===== config.mk =====
export PLATFORM = sky130hd
export DESIGN_NAME = mem_access_unit
export DESIGN_NICKNAME = d
export VERILOG_FILES = /design/src/rtl/mem_pkg.sv /design/src/rtl/mem_lane_align.sv /design/src/rtl/mem_access_unit.sv
export SDC_FILE = /design/constraint.sdc
export NUM_CORES = 1
export LEC_CHECK = 0
export CORE_MARGIN = 3
export CORE_UTILIZATION = 50
export CTS_CLUSTER_SIZE = 20
export DETAILED_ROUTE_END_ITERATION = 10
export GPL_ROUTABILITY_DRIVEN = 0
export PLACE_DENSITY = 0.81
export REMOVE_ABC_BUFFERS = 1
export SYNTH_ARGS = -nofsm -noshare
export SYNTH_HDL_FRONTEND = slang
export SYNTH_SLANG_ARGS = --single-unit

===== constraint.sdc =====
create_clock -name clk -period 4.8 [get_ports clk]
set_clock_uncertainty 0.2 [all_clocks]
set_input_delay 0.96 -clock clk [delete_from_list [all_inputs] [get_ports clk]]
set_output_delay 0.96 -clock clk [all_outputs]
set_load 0.02 [all_outputs]

===== src/rtl/mem_pkg.sv =====
// Shared types and constants for the data-memory initiator: op encodings,
// FSM states and small decode helpers used by the unit and its lane logic.
package mem_pkg;

    localparam int BYTE_W              = 8;
    localparam int MEM_LATENCY_DEFAULT = 1;

    typedef enum logic [2:0] {
        OP_LB  = 3'd0,
        OP_LH  = 3'd1,
        OP_LW  = 3'd2,
        OP_SW  = 3'd3,
        OP_LBU = 3'd4,
        OP_LHU = 3'd5,
        OP_SB  = 3'd6,
        OP_SH  = 3'd7
    } mem_op_e;

    typedef enum logic [2:0] {
        ST_IDLE,
        ST_CHECK,
        ST_READ,
        ST_WAIT,
        ST_WRITE,
        ST_RESP
    } mau_state_e;

    function automatic logic is_misaligned(input mem_op_e op, input logic [1:0] addr_lo);
        case (op)
            OP_LH, OP_LHU, OP_SH: return addr_lo[0];
            OP_LW, OP_SW:         return |addr_lo;
            default:              return 1'b0;
        endcase
    endfunction

    function automatic logic is_store(input mem_op_e op);
        return (op == OP_SB) || (op == OP_SH) || (op == OP_SW);
    endfunction

endpackage


===== src/rtl/mem_lane_align.sv =====
// Little-endian byte/halfword lane handling: load extract with sign/zero
// extension, and store merge of a sub-word into the word read from memory.
module mem_lane_align
    import mem_pkg::*;
#(
    parameter int DATA_W = 32
) (
    input  logic [DATA_W-1:0] word,
    input  mem_op_e           op,
    input  logic [1:0]        addr_lo,
    input  logic [DATA_W-1:0] wdata,
    output logic [DATA_W-1:0] load_data,
    output logic [DATA_W-1:0] store_word
);

    logic [BYTE_W-1:0]   byte_v;
    logic [2*BYTE_W-1:0] half_v;
    logic [DATA_W-1:0]   lane_mask;
    logic [DATA_W-1:0]   lane_data;

    always_comb begin
        byte_v = word[addr_lo*BYTE_W +: BYTE_W];
        half_v = word[{addr_lo[1], 1'b0}*BYTE_W +: 2*BYTE_W];

        case (op)
            OP_LB:   load_data = {{(DATA_W-BYTE_W){byte_v[BYTE_W-1]}}, byte_v};
            OP_LBU:  load_data = {{(DATA_W-BYTE_W){1'b0}}, byte_v};
            OP_LH:   load_data = {{(DATA_W-2*BYTE_W){half_v[2*BYTE_W-1]}}, half_v};
            OP_LHU:  load_data = {{(DATA_W-2*BYTE_W){1'b0}}, half_v};
            default: load_data = word;
        endcase
    end

    // Only the addressed lane is replaced; the rest of the read word is kept.
    always_comb begin
        lane_mask = '0;
        lane_data = '0;
        case (op)
            OP_SB: begin
                lane_mask[addr_lo*BYTE_W +: BYTE_W] = '1;
                lane_data[addr_lo*BYTE_W +: BYTE_W] = wdata[BYTE_W-1:0];
            end
            OP_SH: begin
                lane_mask[{addr_lo[1], 1'b0}*BYTE_W +: 2*BYTE_W] = '1;
                lane_data[{addr_lo[1], 1'b0}*BYTE_W +: 2*BYTE_W] = wdata[2*BYTE_W-1:0];
            end
            default: ;
        endcase
        store_word = (op == OP_SW) ? wdata : ((word & ~lane_mask) | lane_data);
    end

endmodule


===== src/rtl/mem_access_unit.sv =====
// Load/store initiator for the word-wide data memory: one request in flight,
// registered outputs, read-modify-write for byte and halfword stores.
module mem_access_unit
    import mem_pkg::*;
#(
    parameter int DATA_W      = 32,
    parameter int MEM_LATENCY = MEM_LATENCY_DEFAULT
) (
    input  logic              clk,
    input  logic              reset_n,
    input  logic              req_valid,
    output logic              req_ready,
    input  logic [2:0]        req_op,
    input  logic [DATA_W-1:0] req_addr,
    input  logic [DATA_W-1:0] req_wdata,
    input  logic [4:0]        req_rd,
    output logic              resp_valid,
    input  logic              resp_ready,
    output logic [DATA_W-1:0] resp_data,
    output logic [4:0]        resp_rd,
    output logic              resp_err,
    output logic [DATA_W-1:0] mem_address,
    output logic [DATA_W-1:0] mem_write_data,
    output logic              mem_control_write,
    output logic              mem_read_en,
    input  logic [DATA_W-1:0] mem_read_data
);

    localparam logic [2:0] LAT_LAST = 3'(MEM_LATENCY - 1);

    mau_state_e        state_q, state_d;
    mem_op_e           op_q, op_d;
    logic [DATA_W-1:0] addr_q, addr_d;
    logic [DATA_W-1:0] wdata_q, wdata_d;
    logic [4:0]        rd_q, rd_d;
    logic [2:0]        wait_cnt_q, wait_cnt_d;
    logic              req_ready_q, req_ready_d;
    logic              resp_valid_q, resp_valid_d;
    logic [DATA_W-1:0] resp_data_q, resp_data_d;
    logic [4:0]        resp_rd_q, resp_rd_d;
    logic              resp_err_q, resp_err_d;
    logic [DATA_W-1:0] mem_address_q, mem_address_d;
    logic [DATA_W-1:0] mem_write_data_q, mem_write_data_d;
    logic              mem_control_write_q, mem_control_write_d;
    logic              mem_read_en_q, mem_read_en_d;

    logic [DATA_W-1:0] load_data;
    logic [DATA_W-1:0] store_word;

    mem_lane_align #(
        .DATA_W(DATA_W)
    ) u_lane_align (
        .word      (mem_read_data),
        .op        (op_q),
        .addr_lo   (addr_q[1:0]),
        .wdata     (wdata_q),
        .load_data (load_data),
        .store_word(store_word)
    );

    // Outputs are registered, so each transition loads the value the
    // destination state must present during its first cycle.
    always_comb begin
        state_d             = state_q;
        op_d                = op_q;
        addr_d              = addr_q;
        wdata_d             = wdata_q;
        rd_d                = rd_q;
        wait_cnt_d          = wait_cnt_q;
        req_ready_d         = req_ready_q;
        resp_valid_d        = resp_valid_q;
        resp_data_d         = resp_data_q;
        resp_rd_d           = resp_rd_q;
        resp_err_d          = resp_err_q;
        mem_address_d       = mem_address_q;
        mem_write_data_d    = mem_write_data_q;
        mem_control_write_d = 1'b0;
        mem_read_en_d       = 1'b0;

        case (state_q)
            ST_IDLE: begin
                if (req_valid && req_ready_q) begin
                    op_d        = mem_op_e'(req_op);
                    addr_d      = req_addr;
                    wdata_d     = req_wdata;
                    rd_d        = req_rd;
                    req_ready_d = 1'b0;
                    state_d     = ST_CHECK;
                end
            end
            ST_CHECK: begin
                if (is_misaligned(op_q, addr_q[1:0])) begin
                    state_d      = ST_RESP;
                    resp_valid_d = 1'b1;
                    resp_err_d   = 1'b1;
                    resp_data_d  = '0;
                    resp_rd_d    = rd_q;
                end else begin
                    mem_address_d = addr_q >> 2;
                    if (op_q == OP_SW) begin
                        state_d             = ST_WRITE;
                        mem_control_write_d = 1'b1;
                        mem_write_data_d    = wdata_q;
                    end else begin
                        state_d       = ST_READ;
                        mem_read_en_d = 1'b1;
                    end
                end
            end
            ST_READ: begin
                state_d    = ST_WAIT;
                wait_cnt_d = '0;
            end
            ST_WAIT: begin
                if (wait_cnt_q == LAT_LAST) begin
                    if (is_store(op_q)) begin
                        state_d             = ST_WRITE;
                        mem_control_write_d = 1'b1;
                        mem_write_data_d    = store_word;
                    end else begin
                        state_d      = ST_RESP;
                        resp_valid_d = 1'b1;
                        resp_err_d   = 1'b0;
                        resp_data_d  = load_data;
                        resp_rd_d    = rd_q;
                    end
                end else begin
                    wait_cnt_d = wait_cnt_q + 3'd1;
                end
            end
            ST_WRITE: begin
                state_d      = ST_RESP;
                resp_valid_d = 1'b1;
                resp_err_d   = 1'b0;
                resp_data_d  = '0;
                resp_rd_d    = rd_q;
            end
            ST_RESP: begin
                if (resp_ready) begin
                    state_d      = ST_IDLE;
                    resp_valid_d = 1'b0;
                    req_ready_d  = 1'b1;
                end
            end
            default: begin
                state_d     = ST_IDLE;
                req_ready_d = 1'b1;
            end
        endcase
    end

    always_ff @(posedge clk) begin
        if (!reset_n) begin
            state_q             <= ST_IDLE;
            op_q                <= OP_LB;
            addr_q              <= '0;
            wdata_q             <= '0;
            rd_q                <= '0;
            wait_cnt_q          <= '0;
            req_ready_q         <= 1'b1;
            resp_valid_q        <= 1'b0;
            resp_data_q         <= '0;
            resp_rd_q           <= '0;
            resp_err_q          <= 1'b0;
            mem_address_q       <= '0;
            mem_write_data_q    <= '0;
            mem_control_write_q <= 1'b0;
            mem_read_en_q       <= 1'b0;
        end else begin
            state_q             <= state_d;
            op_q                <= op_d;
            addr_q              <= addr_d;
            wdata_q             <= wdata_d;
            rd_q                <= rd_d;
            wait_cnt_q          <= wait_cnt_d;
            req_ready_q         <= req_ready_d;
            resp_valid_q        <= resp_valid_d;
            resp_data_q         <= resp_data_d;
            resp_rd_q           <= resp_rd_d;
            resp_err_q          <= resp_err_d;
            mem_address_q       <= mem_address_d;
            mem_write_data_q    <= mem_write_data_d;
            mem_control_write_q <= mem_control_write_d;
            mem_read_en_q       <= mem_read_en_d;
        end
    end

    assign req_ready         = req_ready_q;
    assign resp_valid        = resp_valid_q;
    assign resp_data         = resp_data_q;
    assign resp_rd           = resp_rd_q;
    assign resp_err          = resp_err_q;
    assign mem_address       = mem_address_q;
    assign mem_write_data    = mem_write_data_q;
    assign mem_control_write = mem_control_write_q;
    assign mem_read_en       = mem_read_en_q;

endmodule

After elaboration in Yosys (flattened, before gate mapping)
Index checks and enable logic that the tools add are counted.
{"block": "classes", "addsub": 3, "n_eq_ne": 21, "shifts": 8, "mux": 45, "n_bitwise": 11, "reduce_logical": 23}
{"cell": "2-to-1 mux 32 bit", "n": 8}
{"cell": "case mux 32 bit (2 select lines)", "n": 3}
{"cell": "AND 32 bit", "n": 5}
{"cell": "case mux 32 bit (4 select lines)", "n": 1}
{"cell": "case mux 32 bit (3 select lines)", "n": 1}
{"cell": "negator 5 -> 34 bit", "n": 2}
{"cell": "variable shift 16 x 34 -> 32 bit, first input constant", "n": 1}
{"cell": "variable shift 8 x 34 -> 32 bit, first input constant", "n": 1}
{"cell": "indexed part select 16 x 34 -> 32 bit", "n": 1}
{"cell": "indexed part select 16 x 34 -> 32 bit, first input constant", "n": 1}
{"cell": "indexed part select 8 x 34 -> 32 bit", "n": 1}
{"cell": "indexed part select 8 x 34 -> 32 bit, first input constant", "n": 1}
{"cell": "inverter 32 bit", "n": 1}
{"cell": "OR 32 bit", "n": 1}
{"cell": "indexed part select 32 x 6 -> 16 bit", "n": 1}
{"cell": "indexed part select 32 x 6 -> 8 bit", "n": 1}
{"cell": "equality test 3 bit, second input constant", "n": 6}
{"cell": "2-to-1 mux 3 bit", "n": 6}
{"cell": "inequality test 2 bit, second input constant", "n": 9}
{"cell": "case mux 3 bit (6 select lines)", "n": 1}
{"cell": "2-to-1 mux 1 bit", "n": 15}
{"cell": "2-to-1 mux 5 bit", "n": 3}
{"cell": "case mux 5 bit (3 select lines)", "n": 1}
{"cell": "equality test 3 x 2 -> 1 bit, second input constant", "n": 4}
{"cell": "other kinds (20)", "n": 36}
{"block": "word_totals", "ff_bits": 182, "input_bits": 108, "output_inout_bits": 106, "elab_cells": 126}

Logic depth before layout (Yosys ltp)
Gate-level depths: netlist of the first run.
{"block": "logic_depth", "ltp_word": 11, "mapped_depth": 10}

Modules after synthesis
A second synthesis of the first run with hierarchy kept.
{"block": "hier_totals", "hier_cells": 1079, "area_unflattened_um2": 8904.8}
{"module": "mem_access_unit", "instances": 1, "cells_each": 779, "area_each_um2": 6995.5}
{"module": "mem_lane_align", "instances": 1, "cells_each": 300, "area_each_um2": 1909.3}

Least setup slack after synthesis of the first run
OpenSTA, ideal clock, no wires.
{"block": "synth_path", "path_type": "register -> register", "startpoint": "reg addr_q[0]", "endpoint": "reg resp_data_q[12], in the netlist resp_data[12]", "arrival_ns": 2.239, "t_required_ns": 4.478, "path_slack_ns": 2.240, "stages_incl_launch_ff": 10, "n_path_buf": 2, "path_cell_list": "dfxtp_1 > buf_1 > inv_1 > ha_1 > nor3b_2 > a31oi_1 > o311a_1 > and2_4 > buf_6 > a221o_1"}
{"block": "synth_between", "elab_chain_cells": 5}
{"element": "start: declaration", "line_no": "mem_access_unit.sv:33", "text": "logic [DATA_W-1:0] addr_q, addr_d;"}
{"element": "start signal: assignment", "line_no": "mem_access_unit.sv:172", "text": "addr_q <= addr_d;"}
{"element": "indexed part select 32 x 6 -> 8 bit or OR reduction 2 bit (tied branches)", "line_no": "mem_lane_align.sv:22, mem_pkg.sv:31"}
{"element": "case mux 32 bit (4 select lines) or case mux 1 bit (2 select lines) (tied branches)", "line_no": "mem_lane_align.sv:25, mem_pkg.sv:29"}
{"element": "2-to-1 mux 32 bit or 2-to-1 mux 1 bit (tied branches)", "line_no": "mem_access_unit.sv:116, mem_access_unit.sv:80"}
{"element": "2-to-1 mux 32 bit or inequality test 2 bit (tied branches)"}
{"element": "case mux 32 bit (3 select lines) or AND reduction 4 bit (tied branches)"}
{"element": "end signal: assignment", "line_no": "mem_access_unit.sv:178", "text": "resp_data_q <= resp_data_d;"}
{"element": "end: declaration", "line_no": "mem_access_unit.sv:39", "text": "logic [DATA_W-1:0] resp_data_q, resp_data_d;"}
Several ways; a longest one is shown, not always the timed one. The select of a mux whose other input is x is not followed.
A chain may end at the register's enable or synchronous reset.

Worst setup path after layout of the first run
{"block": "layout_path", "startpoint": "reg op_q[0]", "endpoint": "reg mem_write_data_q[30], in the netlist mem_write_data[30]"}
{"block": "layout_between", "elab_chain_cells": 9}
{"element": "start: declaration", "line_no": "mem_access_unit.sv:32", "text": "mem_op_e op_q, op_d;"}
{"element": "start signal: assignment", "line_no": "mem_access_unit.sv:171", "text": "op_q <= op_d;"}
{"element": "equality test 3 bit, on equally long branches", "line_no": "mem_pkg.sv:29, mem_pkg.sv:37, mem_lane_align.sv:38"}
{"element": "case mux 32 bit (2 select lines)", "line_no": "mem_lane_align.sv:38", "text": "case (op)"}
{"element": "inverter 32 bit", "line_no": "mem_lane_align.sv:49", "text": "store_word = (op == OP_SW) ? wdata : ((word & ~lane_mask) | lane_data);"}
{"element": "AND 32 bit", "line_no": "mem_lane_align.sv:49"}
{"element": "OR 32 bit", "line_no": "mem_lane_align.sv:49"}
{"element": "2-to-1 mux 32 bit", "line_no": "mem_lane_align.sv:49"}
{"element": "2-to-1 mux 32 bit", "line_no": "mem_access_unit.sv:116", "text": "if (is_store(op_q)) begin"}
{"element": "2-to-1 mux 32 bit", "line_no": "mem_access_unit.sv:115", "text": "if (wait_cnt_q == LAT_LAST) begin"}
{"element": "case mux 32 bit (2 select lines)", "line_no": "mem_access_unit.sv:80", "text": "case (state_q)"}
{"element": "end signal: assignment", "line_no": "mem_access_unit.sv:182", "text": "mem_write_data_q <= mem_write_data_d;"}
{"element": "end: declaration", "line_no": "mem_access_unit.sv:43", "text": "logic [DATA_W-1:0] mem_write_data_q, mem_write_data_d;"}
Several ways; a longest one is shown, not always the timed one. The select of a mux whose other input is x is not followed.

==> run metrics, run 1 <==
CTS tree=done; WS Path Type=register to register; CTS Buf Count=17; Crit. path cell count=5; die outline width=133 microns; HP Class=register to register; Post-layout nets=1235; Critical Path End Type=register; WL/cell=17.8 microns; io pins=214; endpoints failing hold=0; WP data arrival=3160 ps; number of H-tree levels=4; most frequent cells after synthesis=221 x nand2_1, 182 x dfxtp_1, 103 x a21boi_0; total wirelength of the detailed-routed design=24.0 mm; data required time of the critical path=4880 ps; post-synthesis cell type count=63; number of buffers and inverters on the critical path=1; post-place instance area=10200 sq um; vertical extent of the die=133 microns; buffer depth of the longest clock path=2; number of flops mapped to enable cells by yosys=0; setup slack, reg-to-reg=1720 ps; maximum clock frequency=0.324 GHz; input/output buffers=211; Congestion Overflow GR=0; max-cap violations=0; pin count of the biggest net entering global routing=77; primary flip-flop cell chosen by synthesis mapping=dfxtp_1; worst hold path depth=2; cell types occupying the most area after synthesis=dfxtp_1 45%, nand2_1 10%, a21boi_0 9.6%, o21ai_0 2.7%, a221oi_1 2.6%; footprint of the flip-flops and latches=3640 sq um; drt first-iter violations=741; Gates resized, CTS repair=0; count of fill cells added during filler insertion=1262; average cell area after synthesis=8.43 sq um; Antenna Nets Post-Route=0; via count of the routed design=7721; Post-Syn Instances=954; Yosys warning total=0; total inserted antenna cells=0; Max Fanout on Critical Path=36; run status=finished clean; DRC viols=0; cell chain of the critical path=o21ai_1 > or3_1 > buf_4 > a2111oi_0 > nor4b_1; number of sinks on the clock net=182; Synth top area share=0.453; kind of launch point of the worst setup path=register; die outline area=17700 sq um; Leak=3.79 nW; start of the worst register-to-register path=op_q[0]; highest ir drop seen on vdd=0.244 mV; buffers inserted during post-CTS setup optimization=0; multi-input gate area in the final layout=4010 sq um; worst slew margin relative to its limit=0.267; Hold-fix buffers, CTS=0; Detailed Routing Iterations Pass 1=6; sequential-to-total area share from yosys stat=0.453; final critical delay including setup and external delays=3080 ps; layout cell share with drive strength beyond 1=0.0512; fin crit share=0.642; asr flop ratio synth=0; accumulated negative setup slack=0 ps; power per cell area=358 nW/um^2; path depth of the worst reg2reg path=5; clock transition at the registers of the reported paths=60 ps; Area Growth Syn to Fin=33.6%; global-route wire length before repair=37.8 mm; estimated wirelength of the detail-placed design=16.7 mm; dominant delay contributor by cell family on the critical path=flip-flops; vias in the first global route=7308; launch point of the critical path=op_q[0]; critical register-to-register path endpoint=mem_write_data[30]; Final setup violation count=0; final std cell area, no fill=10800 sq um; num rows=45; number of antenna violations at the first check in global routing=0; library cell with the highest instance count after synthesis=nand2_1; endpoint of the most critical setup path=mem_write_data[30]; Synth Register Bits=182; clock tree root buffer cell=clkbuf_16; delay of the slowest critical-path stage=950 ps; area of the core region=15500 sq um; Overall Power=3.85 mW; number of max-slew violations in the final report=0; slew at the pin closest to its max-slew limit=1100 ps; starting density of the core=0.520; post-detailed-route via-to-cell ratio=5.74; cell with the biggest individual delay on the critical path=dfxtp_1; GRT Overall Usage=0.265; unrepaired setup endpoints after global routing=no; cell taking the most area after synthesis=dfxtp_1; Cell Area, Synth=8050 sq um; clock latency of the later-clocked register in the worst-skew pair=420 ps
-- state kept, by name (all words and copies together), names as in the netlist --
signal,cells
addr_q,32
mem_write_data,32
resp_data,32
wdata_q,32
mem_address,30
rd_q,5
resp_rd,5
op_q,3
state_q,3
wait_cnt_q,3
mem_control_write,1
mem_read_en,1
req_ready,1
resp_err,1
resp_valid,1
-- power by group --
group | internal, mW | switching, mW | total (mW) | leakage, nW
logic | 0.291 | 0.441 | 0.732 | 2.03
clock network | 0.831 | 0.565 | 1.40 | 0.285
registers | 1.62 | 0.108 | 1.73 | 1.48
-- worst min path at each step --
stage          startpoint               to  slack (ps)
2_1_floorplan  addr_q[24]  mem_address[22]         230
3_3_place_gp   addr_q[24]  mem_address[22]         240
3_5_place_dp   addr_q[25]  mem_address[23]         240
4_1_cts        addr_q[26]  mem_address[24]         250
5_1_grt        addr_q[25]  mem_address[23]         270
6_report       addr_q[26]  mem_address[24]         250
-- layer usage --
layer | vias to the layer above | GRT usage | share of wire
met1 | 3630 | 0.344 | 0.42
met3 | 59 | 0.0639 | 0.078
met2 | 319 | 0.417 | 0.46
met4 | 0 | 0.118 | 0.041
met5 | - | 0 | 0
li1 | 3713 | - | -
-- area by class of cell --
type,instances,share of cell area
sequential,182,0.339
clock inverter,9,0.0118
inverter,12,0.00419
timing repair buffer,224,0.205
tap,211,0.0246
multi-input combinational,683,0.373
clock buffer,23,0.0426
-- worst min-delay path, cell delays in order, from the launching register on --
cell and delay [ps]:
dfxtp_1 310, nand2_1 50, a21boi_1 50
-- cells by family (layout without fill, tap and decap cells) --
group                      after synthesis  count (layout)  synth area share
adders and majority gates                7               7            0.0109
AOI/OAI and AO/OA                      291             291             0.266
and+or+nand+nor                        374             374             0.206
DFF                                    182             182             0.453
other                                    1               2          0.000466
muxes                                    9               9            0.0114
buffers and inverters                   90             268            0.0529
-- metrics by stage --
| step | instances | hold slack (ps) | utilization | setup WS, ps |
|---|---|---|---|---|
| floorplan | 877 | 231 | - | 893 |
| global placement | 1312 | 238 | 0.657 | 1790 |
| detailed placement | 1312 | 244 | 0.657 | 1710 |
| CTS | 1344 | 251 | 0.694 | 1760 |
| global route | 1344 | 270 | 0.694 | 1540 |
| finish | 1344 | 253 | 0.694 | 1720 |
-- layout by cell type, fill, tap and decap left out, drive strengths merged, types with 6 or more instances in the layout --
cell           count
clkbuf            23
a2111oi            6
nand3             35
nor3              15
o211ai             8
inv               12
nor4b              7
a21boi           108
clkdlybuf4s50    210
nor2              51
a22o              15
a31oi              7
nor2b             12
nand2            221
o21ai             51
o2bb2ai            8
o31ai             11
dfxtp            182
a21oi             14
mux2i              8
o221ai             7
buf               14
and3               7
ha                 7
a221oi            25
Note: power is estimated with default switching activity, not from simulation.
==> run 2: changes to the inputs <==
CORE_UTILIZATION = 44   (was 50)
PLACE_DENSITY = 0.76   (was 0.81)
clock period = 2.8 ns   (was 4.8 ns; I/O delays follow)
==> run 2 against run 1 <==
  * Clock power grew 81%
  * Fmax increased by 21%
  * Worst setup slack lost 1500 ps
  * First-iteration DRC count fell by 0.54%
  * Final area grew 2.3%
  * Flip-flop and latch count did not move
  * Critical endpoint is now mem_address[12]
  * Largest cell class unchanged
  * Largest power group unchanged
==> run metrics, run 2 (synthesized netlist as in run 1, its figures left out) <==
run status=finished clean; maximum clock frequency=0.392 GHz (+21%); slew at the pin closest to its max-slew limit=940 ps (-156 ps); io pins=214 (unchanged); DRC viols=0 (unchanged); critical register-to-register path endpoint=mem_address[12]; Critical Path End Type=register; share of total power consumed by net switching=0.296 (+0.00653); footprint of the flip-flops and latches=3640 sq um (unchanged); Detailed Routing Iterations Pass 1=5 (-1); worst hold-check slack=247 ps (-5.97 ps); kind of launch point of the worst setup path=register; WP data arrival=2660 ps (-500 ps); terminating pin of the worst hold path=mem_address[28]; worst setup timing slack at the placement stage=170 ps (-1540 ps); WL/cell=18.0 microns (+1.2%); cell chain of the critical path=inv_2 > ha_1 > nor3b_2 > a311oi_1 > nand3_1 > buf_4 > nand2_1 > a21boi_0; most common cell after layout, fill and taps aside=nand2_1; dominant delay contributor by cell family on the critical path=compound AO/OA/AOI/OAI gates; launch point of the worst hold path=addr_q[30]; delay of the slowest critical-path stage=600 ps (-350 ps); endpoints failing hold=0 (unchanged); number of placed instances, taps included=1343 (+2.4%); die outline width=141 microns (+6.3%); num rows=48 (+6.7%); Antenna Nets Post-Route=0 (unchanged); Overall Power=6.82 mW (+77%); total wirelength of the detailed-routed design=24.8 mm (+3.4%); number of max-slew violations in the final report=0 (unchanged); starting density of the core=0.457 (-0.0624); cell with the biggest individual delay on the critical path=a311oi_1; number of sinks on the clock net=182 (unchanged); worst slew margin relative to its limit=0.372 (+0.105); HP Class=register to register; CTS Buf Count=17 (unchanged); switching component of the power=2.02 mW (+81%); internal power consumption=4.81 mW (+75%); Area Growth Syn to Fin=36.7%; estimated wirelength of the detail-placed design=17.2 mm (+3.1%); buffers inserted during post-CTS setup optimization=0 (unchanged); die outline area=19900 sq um (+13%); start of the worst register-to-register path=addr_q[1]; global-route wire length before repair=39.0 mm (+3.2%); Congestion Overflow GR=0 (unchanged); number of H-tree levels=4 (unchanged); Post-layout nets=1252 (+1.4%); Final setup violation count=0 (unchanged); Clk network pwr share=0.373 (+0.011); via count of the routed design=7751 (+0.39%); clock transition at the registers of the reported paths=70 ps (about the same); final core utilization=0.625 (-0.0692); layout cell share with drive strength beyond 1=0.0688 (+0.0176); setup slack, reg-to-reg=250 ps (-1470 ps); accumulated negative setup slack=0 ps (unchanged); highest-count cells in the layout ignoring fill and taps=221 x nand2_1, 210 x clkdlybuf4s50_1, 182 x dfxtp_1; clock latency of the later-clocked register in the worst-skew pair=420 ps (about the same); buffer depth of the longest clock path=2 (unchanged); final setup slack of the worst path=248 ps (-1470 ps); final std cell area, no fill=11000 sq um (+2.3%); Leak=3.93 nW (+3.7%); number of antenna violations at the first check in global routing=0 (unchanged); highest ir drop seen on vdd=0.444 mV (+82%); input/output buffers=211 (unchanged); number of buffers and inverters on the critical path=2 (+1); post-route insts no fill=1374 (+2.2%); total inserted antenna cells=0 (unchanged); count of fill cells added during filler insertion=1540 (+22%); pin count of the biggest net entering global routing=182 (+140%); part of the total power dissipated in sequential elements=0.428 (-0.020); post-place instance area=10400 sq um (+1.9%); CTS tree=done; path depth of the worst reg2reg path=8 (+3); area of the core region=17600 sq um (+14%); post-detailed-route via-to-cell ratio=5.64 (-1.8%); vias in the first global route=7411 (+1.4%); clock tree root buffer cell=clkbuf_16; power per cell area=620 nW/um^2 (+73%); fin crit share=0.911 (+0.269); Max Fanout on Critical Path=30 (-17%); vertical extent of the die=141 microns (+6.3%); drt first-iter violations=737 (-0.54%); GRT Overall Usage=0.243 (-0.0212); data required time of the critical path=2910 ps (-1970 ps); max-cap violations=0 (unchanged); WS Path Type=register to register; relative contribution of combinational cells to total power=0.199 (+0.009); final critical delay including setup and external delays=2550 ps (-530 ps); multi-input gate area in the final layout=4020 sq um (+0.22%); unrepaired setup endpoints after global routing=no; worst hold path depth=2 (unchanged)
-- run 2: cell count changes in the layout (fill, tap and decap cells not counted), sizes merged --
cell	previous run	this run
clkbuf	23	20
clkinvlp	1	0
buf	14	31
inv	12	15
-- run 2: final cells by class --
class                      count  area share
inverter                      12     0.00410
tap                          225      0.0256
timing repair buffer         241       0.217
multi-input combinational    683       0.365
clock buffer                  20      0.0424
sequential                   182       0.331
clock inverter                11      0.0148
-- run 2: worst max path at each step --
stage / start / to / slack (ps) / cells after the start
after CTS: addr_q[0] / mem_write_data[28] / 130 / 7
after floorplan: state_q[0] / addr_q[0] / -810 / 4
final: addr_q[1] / mem_address[12] / 250 / 8
after global routing: addr_q[0] / mem_write_data[12] / 60 / 6
after detailed placement: addr_q[0] / mem_write_data[30] / 170 / 7
after global placement: mem_read_data[23] / resp_data[10] / 230 / 6
-- run 2: power by group through the flow --
stage	Combinational, mW	Clock, mW	Sequential (mW)
after floorplan	0.630	0	3.02
after global placement	1.33	0	2.97
after detailed placement	1.35	0	2.98
after CTS	1.36	2.59	2.92
after global routing	1.49	2.70	2.94
final	1.36	2.54	2.92
-- run 2: tightest hold or removal path, stage by stage, from the launching register on --
cell      delay [ps]
dfxtp_1          310
nand2_1           50
a21boi_1          50
-- run 2: repair_timing --
| item | in CTS | in global routing |
|---|---|---|
| setup endpoints to repair | 0 | 4 |
| hold buffers | 0 | 0 |
| gates resized for setup | 0 | 1 |
-- run 2: per-layer routing --
layer / GRT usage / up-vias / part of all wire
li1: - / 3734 / -
met1: 0.317 / 3629 / 0.42
met2: 0.400 / 341 / 0.47
met3: 0.0597 / 47 / 0.083
met4: 0.0745 / 0 / 0.026
met5: 0 / - / 0
==> run 3: changes to the inputs <==
ABC_CLOCK_PERIOD_IN_PS = 2800   (was not set)
==> results of run 3 <==
Final layout, timing and power as in run 2 (identical DEF).
